<file path="src/rtl/rcv_sample_packer.sv">
// Packs LSB/MSB byte pairs from the UART receiver into 16-bit FIR samples.
// Inter-byte timeout resynchronises after a lost byte; sticky flags report timeouts and overruns.
module rcv_sample_packer #(
   parameter int unsigned TIMEOUT_CYC = 50000,
   parameter int unsigned TMR_W       = 16,
   parameter int unsigned CNT_W       = 8
) (
   input  logic             clk,
   input  logic             rst,
   input  logic             RxD_data_ready,
   input  logic [7:0]       RxD_data,
   input  logic             FIR_busy,
   input  logic             err_clr,
   output logic [15:0]      FIR_in,
   output logic             FIR_start,
   output logic [CNT_W-1:0] sample_cnt,
   output logic             timeout_err,
   output logic             overrun
);

   typedef enum logic [1:0] {StWaitLsb, StWaitMsb, StIssue, StHold} state_e;

   state_e             state_q, state_d;
   logic [7:0]         lsb_q, lsb_d;
   logic [TMR_W-1:0]   timer_q, timer_d;
   logic [15:0]        fir_in_q, fir_in_d;
   logic [CNT_W-1:0]   cnt_q, cnt_d;
   logic               tout_q, tout_d;
   logic               ovr_q, ovr_d;
   logic               timer_expired;

   assign timer_expired = (timer_q == TMR_W'(TIMEOUT_CYC - 1));

   // State register
   always_ff @(posedge clk) begin
      if (rst) begin
         state_q <= StWaitLsb;
      end else begin
         state_q <= state_d;
      end
   end

   // Next-state logic
   always_comb begin
      state_d = state_q;
      unique case (state_q)
         StWaitLsb: begin
            if (RxD_data_ready) state_d = StWaitMsb;
         end
         StWaitMsb: begin
            if (RxD_data_ready) begin
               state_d = FIR_busy ? StHold : StIssue;
            end else if (timer_expired) begin
               state_d = StWaitLsb;
            end
         end
         StIssue: begin
            state_d = RxD_data_ready ? StWaitMsb : StWaitLsb;
         end
         StHold: begin
            if (!FIR_busy) state_d = StIssue;
         end
         default: state_d = StWaitLsb;
      endcase
   end

   // Datapath and flag registers
   always_ff @(posedge clk) begin
      if (rst) begin
         lsb_q    <= '0;
         timer_q  <= '0;
         fir_in_q <= '0;
         cnt_q    <= '0;
         tout_q   <= 1'b0;
         ovr_q    <= 1'b0;
      end else begin
         lsb_q    <= lsb_d;
         timer_q  <= timer_d;
         fir_in_q <= fir_in_d;
         cnt_q    <= cnt_d;
         tout_q   <= tout_d;
         ovr_q    <= ovr_d;
      end
   end

   // Datapath and flag next values; a set in the same cycle as err_clr wins
   always_comb begin
      lsb_d    = lsb_q;
      timer_d  = timer_q;
      fir_in_d = fir_in_q;
      cnt_d    = cnt_q;
      tout_d   = err_clr ? 1'b0 : tout_q;
      ovr_d    = err_clr ? 1'b0 : ovr_q;
      unique case (state_q)
         StWaitLsb: begin
            if (RxD_data_ready) begin
               lsb_d   = RxD_data;
               timer_d = '0;
            end
         end
         StWaitMsb: begin
            if (RxD_data_ready) begin
               fir_in_d = {RxD_data, lsb_q};
            end else if (timer_expired) begin
               tout_d = 1'b1;
            end else begin
               timer_d = timer_q + 1'b1;
            end
         end
         StIssue: begin
            cnt_d = cnt_q + 1'b1;
            if (RxD_data_ready) begin
               lsb_d   = RxD_data;
               timer_d = '0;
            end
         end
         StHold: begin
            if (RxD_data_ready) ovr_d = 1'b1;
         end
         default: ;
      endcase
   end

   // Outputs
   always_comb begin
      FIR_start   = (state_q == StIssue);
      FIR_in      = fir_in_q;
      sample_cnt  = cnt_q;
      timeout_err = tout_q;
      overrun     = ovr_q;
   end

endmodule

</file>
<file path="config.mk">
export PLATFORM = sky130hd
export DESIGN_NAME = rcv_sample_packer
export DESIGN_NICKNAME = d
export VERILOG_FILES = /design/src/rtl/rcv_sample_packer.sv
export SDC_FILE = /design/constraint.sdc
export NUM_CORES = 1
export LEC_CHECK = 0
export ABC_CLOCK_PERIOD_IN_PS = 2200
export CAP_MARGIN = 20
export CORE_MARGIN = 10
export CORE_UTILIZATION = 55
export DETAILED_ROUTE_END_ITERATION = 6
export DONT_BUFFER_PORTS = 1
export GPL_ROUTABILITY_DRIVEN = 0
export PLACE_DENSITY_LB_ADDON = 0.12
export SLEW_MARGIN = 5
export SYNTH_ARGS = -nofsm -noshare
export SYNTH_HDL_FRONTEND = slang
export SYNTH_SLANG_ARGS = --single-unit
export TNS_END_PERCENT = 5
</file>
<file path="constraint.sdc">
create_clock -name clk -period 2.2 [get_ports clk]
set_input_delay 0.66 -clock clk [delete_from_list [all_inputs] [get_ports clk]]
set_output_delay 0.66 -clock clk [all_outputs]
set_load 0.005 [all_outputs]
</file>
==> flow_summary_export.csv, run 1 <==
group,metric,value,unit
outcome,status,"finished clean",
floorplan,die-area,7490,µm²
routing,wire_per_inst,15.5,µm
floorplan,dieWidth,86.5,µm
sta,fin_crit_sh,0.875,
synth,syn_inst,292,
clock_network,cts_tree,"built",
sta,setup_viol,0,
worst_setup_path,rr_worst_depth,5,
floorplan,fp.dieH,86.5,µm
global_routing,gr-total-overflow,0,
sta,slew_headroom,0.574,
worst_setup_path,end_kind,"flop",
routing,viasPerCell,5.99,
worst_setup_path,rrSetupSlack,0.27,ns
power_and_ir_drop,p_leak,0.853,nW
run,cap_viol_max_count,0,
worst_setup_path,cpMaxStageDelayCell,"o21ai_2",
clock_network,clock_latency,0.31,ns
placement,hpwl,3540,µm
finish,syn_to_final_growth,3.39,%
synth,syn-cell-area,2430,µm²
sta,slew_violations,0,
worst_hold_path,hold_start,"rst",
finish,final_nets,298,
routing,drt-initial-drc-count,180,
synth,synth_warnings,0,
synth,ys.flop_type,"dfxtp_1",
placement,port_buffers,0,
power_and_ir_drop,power_per_cell_area,643,nW/µm²
synth,synthTopCellsByArea,"dfxtp_1 (43%), nand2_1 (10%), a21oi_1 (6.2%)",
synth,netlist.area_leader.share,0.428,
worst_setup_path,worstPathRequired,2.37,ns
synth,yosys-top-cells-count,"nand2_1 (65), dfxtp_1 (52), a21oi_1 (30), nor2_1 (15), inv_1 (11)",
clock_network,post_cts_buffers,0,
clock_network,cts_hold_buf,0,
worst_setup_path,cp.arrival,2.09,ns
worst_setup_path,r2r-start,"timer_q[0]",
synth,avgSynthCellArea,8.33,µm²
worst_hold_path,hold-path-endpoint,"lsb_q[7]",
sta,worst_pin_slew,0.637,ns
routing,dr_total_vias,2013,
sta,hold_violations,0,
worst_setup_path,timing.rr.end,"timer_q[7]",
clock_network,post_cts_resized,0,
worst_setup_path,crit_path_start_kind,"flop",
worst_setup_path,cp_max_fo,12,
synth,yosysUniqueCellTypes,48,
floorplan,core,4320,µm²
finish,num_antenna_cells,0,
floorplan,num_rows,24,
clock_network,numCtsBuffers,5,
floorplan,pin_count,40,
global_routing,grt_pass1_wl,9010,µm
global_routing,antenna_found_initial,0,
sta,skew,0.00594,ns
global_routing,grt_pass1_vias,1901,
synth,yosysMostFrequentCell,"nand2_1",
sta,tns,0,ns
clock_network,cts_sinks,52,
routing,drc,0,
routing,drt-total-wl,5190,µm
global_routing,track_usage,0.143,
clock_network,clockBufferDepth,2,
finish,final_util,0.582,
worst_hold_path,hold_depth,1,
worst_hold_path,min_path_type,"in2reg",
clock_network,clkTransAtPathRegs,0.09,ns
synth,ys_ff_latch,52,
power_and_ir_drop,p_total,1.62,mW
routing,dr.pass1.iters,4,
power_and_ir_drop,ir_worst_vdd,0.000345,V
synth,async_flop_share,0,
sta,fin_crit,1.93,ns
clock_network,htreeDepth,2,
global_routing,grt_max_degree,61,
synth,synth-edff-count,0,
synth,synth_fp_nets,307,
floorplan,initial_core_util,0.563,
worst_setup_path,worstPathCellList,"ha_1 > and3b_1 > and4_1 > o21ai_2 > a311oi_1",
worst_setup_path,worstSetupPathType,"reg2reg",
sta,max_freq,0.519,GHz
clock_network,cts_root_buf,"clkbuf_8",
finish,drive_above_1_share,0.0739,
synth,yosysTopAreaCell,"dfxtp_1",
worst_setup_path,crit_path_max_incr_delay,0.51,ns
sta,rsz0062_at_grt,"no",
synth,ys_seq_area_frac,0.428,
routing,ant_nets,0,
==> cell type report <==
type | count | area (µm²)
well taps | 52 | 65.1
repair buffers | 5 | 37.5
inverters | 11 | 41.3
flip-flops and latches | 52 | 1040
clock buffers | 6 | 72.6
multi-input cells | 208 | 1240
clock inverters | 2 | 16.3
fillers | 393 | 1810
==> state kept, by name (all words and copies together), names as in the netlist <==
name	cells
FIR_in	16
lsb_q	8
overrun	1
sample_cnt	8
state_q	2
timeout_err	1
timer_q	16
==> layer usage <==
layer / up-vias / wire, µm / GRT usage
li1: 1021 / - / -
met1: 922 / 2220 / 0.181
met2: 65 / 2400 / 0.223
met3: 5 / 514 / 0.0507
met4: 0 / 57 / 0.0442
met5: - / 0 / 0
==> power breakdown <==
part           switching (mW)  internal, mW  leakage [nW]
sequential             0.0159         0.961         0.421
combinational          0.0620        0.0339         0.390
clock                   0.319         0.227        0.0414
total                   0.397          1.22         0.853
==> through the flow <==
stage / cell area [µm²] / cells / hold WS, ns / setup WS (ns)
finish: 2520 / 336 / 0.417 / 0.275
global route: 2520 / 336 / 0.397 / 0.178
CTS: 2520 / 336 / 0.400 / 0.284
detailed placement: 2430 / 328 / 0.441 / 0.165
global placement: 2430 / 328 / 0.437 / 0.188
floorplan: 2430 / 292 / 0.432 / 0.274
==> critical path: cells and delay by family (launching register included) <==
| kind | cells | cell delay [ns] |
|---|---|---|
| AND/OR/NAND/NOR | 2 | 0.46 |
| AO/OA/AOI/OAI | 2 | 0.70 |
| adder cells (fa/ha/maj) | 1 | 0.24 |
| flip-flops | 1 | 0.38 |
==> logic make-up (layout without fill, tap and decap cells) <==
logic type / Yosys count / after routing / share of synthesized area
compound gates: 63 / 63 / 0.176
xor+xnor: 8 / 8 / 0.0288
buf+inv: 32 / 24 / 0.0617
mux: 1 / 1 / 0.00411
simple gates: 134 / 134 / 0.291
fa+ha+maj: 2 / 2 / 0.0103
flops: 52 / 52 / 0.428
==> cell usage in the layout, fill, tap and decap left out, types with 3 or more instances in the layout <==
cell type | synthesis | layout
xor2_1 | 6 | 6
a311oi_1 | 3 | 3
nand2_1 | 65 | 65
and3_1 | 9 | 9
and4_1 | 3 | 3
nand4_1 | 9 | 9
nor2_1 | 15 | 15
o21ai_0 | 3 | 3
nor2b_1 | 3 | 3
dfxtp_1 | 52 | 52
o311ai_1 | 7 | 7
a21oi_1 | 30 | 30
o2111ai_1 | 3 | 3
nand3_1 | 9 | 9
or4_1 | 4 | 4
o211ai_1 | 3 | 3
nand2b_1 | 3 | 3
clkbuf_8 | 0 | 5
a311o_1 | 3 | 3
inv_1 | 11 | 11
buf_4 | 2 | 5
==> worst max path at each step <==
| stage | slack (ns) | endpoint | from | cells after the start |
|---|---|---|---|---|
| finish | 0.27 | timer_q[7] | timer_q[0] | 5 |
| global route | 0.18 | timer_q[7] | timer_q[0] | 5 |
| CTS | 0.28 | timer_q[7] | timer_q[0] | 5 |
| detailed placement | 0.17 | timer_q[7] | RxD_data_ready | 3 |
| global placement | 0.19 | timer_q[8] | RxD_data_ready | 3 |
| floorplan | 0.27 | timer_q[4] | RxD_data_ready | 6 |
Power figures use the tool's default switching activity.
==> run 2, diff against run 1 <==
REMOVE_ABC_BUFFERS = 1   (was not set)
==> run 2 against run 1 <==
  * Flip-flop and latch count is the same
  * First-iteration DRC count is 17% higher
  * Via count decreased by 1.1%
  * Clock skew grew 0.00075 ns
  * Wire length increased by 1.0%
  * Fmax shrank 0.80%
  * Global-route usage decreased by 0.39 points
  * Sequential share of layout area is essentially flat
  * Critical path type unchanged
  * Critical endpoint unchanged
==> flow_summary_export.csv, run 2 (synthesized netlist as in run 1, its figures left out) <==
group,metric,value,unit
floorplan,pin_count,40,
global_routing,grt_pass1_wl,8730,µm
sta,skew,0.00669,ns
finish,final_common_cell,"nand2_1",
power_and_ir_drop,power_per_cell_area,648,nW/µm²
power_and_ir_drop,combPwrFrac,0.059,
placement,hpwl,3540,µm
clock_network,post_cts_buffers,0,
global_routing,grt_pass1_vias,1765,
global_routing,gr-total-overflow,0,
worst_hold_path,min_path_type,"in2reg",
routing,wire_per_inst,15.6,µm
sta,fin_crit,1.94,ns
routing,drt-initial-drc-count,210,
power_and_ir_drop,internal-power,1.22,mW
routing,drt-total-wl,5250,µm
worst_setup_path,end_kind,"flop",
routing,ant_nets,0,
sta,whs,0.408,ns
floorplan,core,4320,µm²
clock_network,cts_sinks,52,
global_routing,antenna_found_initial,0,
clock_network,clock_latency,0.31,ns
clock_network,cts_hold_buf,0,
clock_network,cts_root_buf,"clkbuf_8",
floorplan,num_rows,24,
global_routing,track_usage,0.139,
clock_network,cts_tree,"built",
finish,layout_common_cells,"nand2_1 (65), dfxtp_1 (52), a21oi_1 (30), nor2_1 (15), inv_1 (11)",
sta,hold_violations,0,
sta,tns,0,ns
power_and_ir_drop,power.switching,0.409,mW
worst_setup_path,cp_max_fo,12,
sta,worst_pin_slew,0.684,ns
sta,rsz0062_at_grt,"no",
floorplan,dieWidth,86.5,µm
worst_setup_path,rrSetupSlack,0.26,ns
global_routing,grt_max_degree,61,
clock_network,htreeDepth,2,
clock_network,post_cts_resized,0,
placement,port_buffers,0,
run,cap_viol_max_count,0,
routing,viasPerCell,5.92,
power_and_ir_drop,p_sw_frac,0.251,
floorplan,fp.dieH,86.5,µm
floorplan,initial_core_util,0.563,
power_and_ir_drop,p_clk_frac,0.341,
routing,dr.pass1.iters,4,
finish,final_util,0.582,
power_and_ir_drop,p_seq_frac,0.600,
worst_setup_path,cp.arrival,2.11,ns
sta,slew_headroom,0.543,
power_and_ir_drop,ir_worst_vdd,0.000327,V
clock_network,numCtsBuffers,5,
power_and_ir_drop,p_leak,0.856,nW
sta,max_freq,0.515,GHz
worst_setup_path,crit_path_start_kind,"flop",
placement,dp_cells,328,
routing,dr_total_vias,1990,
routing,drc,0,
finish,fin_cells,336,
sta,setup_viol,0,
worst_setup_path,worstSetupPathType,"reg2reg",
finish,final_nets,298,
sta,slew_violations,0,
clock_network,clockBufferDepth,2,
finish,num_antenna_cells,0,
finish,syn_to_final_growth,3.44,%
sta,fin_crit_sh,0.882,
clock_network,clkTransAtPathRegs,0.09,ns
worst_setup_path,worstPathRequired,2.37,ns
finish,drive_above_1_share,0.0775,
outcome,status,"finished clean",
floorplan,die-area,7490,µm²
## run 2: routing by layer
metal  vias up  routed length (µm)  global-route usage
met3         0                 407              0.0544
met5         -                   0                   0
met2        55                2340               0.194
met1       917                2500               0.195
li1       1018                   -                   -
met4         0                   0              0.0353
## run 2: layout make-up
type                       count  area [µm²]
timing repair buffer           5        37.5
clock buffer                   5        68.8
inverter                      11        41.3
tap                           52        65.1
clock inverter                 3        21.3
fill                         422        1810
sequential                    52        1040
multi-input combinational    208        1240
## run 2: final timing paths
kind | start | endpoint | cells past startpoint
max | timer_q[0] | timer_q[7] | 5
min | rst | overrun | 1
max reg2reg | timer_q[0] | timer_q[7] | 5
min reg2reg | lsb_q[2] | FIR_in[2] | 2
## run 2: through the flow
stage | setup WS, ns | power [mW] | instance area (µm²)
detailed placement | 0.178 | 1.10 | 2430
CTS | 0.284 | 1.65 | 2520
floorplan | 0.248 | 1.07 | 2320
finish | 0.259 | 1.63 | 2520
global route | 0.123 | 1.70 | 2520
global placement | 0.183 | 1.10 | 2430
## run 2: worst max-delay path: stages, from the launching register on
cell and delay [ns]:
dfxtp_1 0.38, ha_1 0.25, and3b_1 0.20, and4_1 0.28, o21ai_2 0.51, a311oi_1 0.17
## run 2: power groups by stage
stage	clock network [mW]	registers, mW	logic, mW
finish	0.556	0.978	0.0966
global route	0.613	0.981	0.109
CTS	0.572	0.979	0.0967
detailed placement	0	1.00	0.0966
global placement	0	1.00	0.0959
floorplan	0	1.00	0.0630
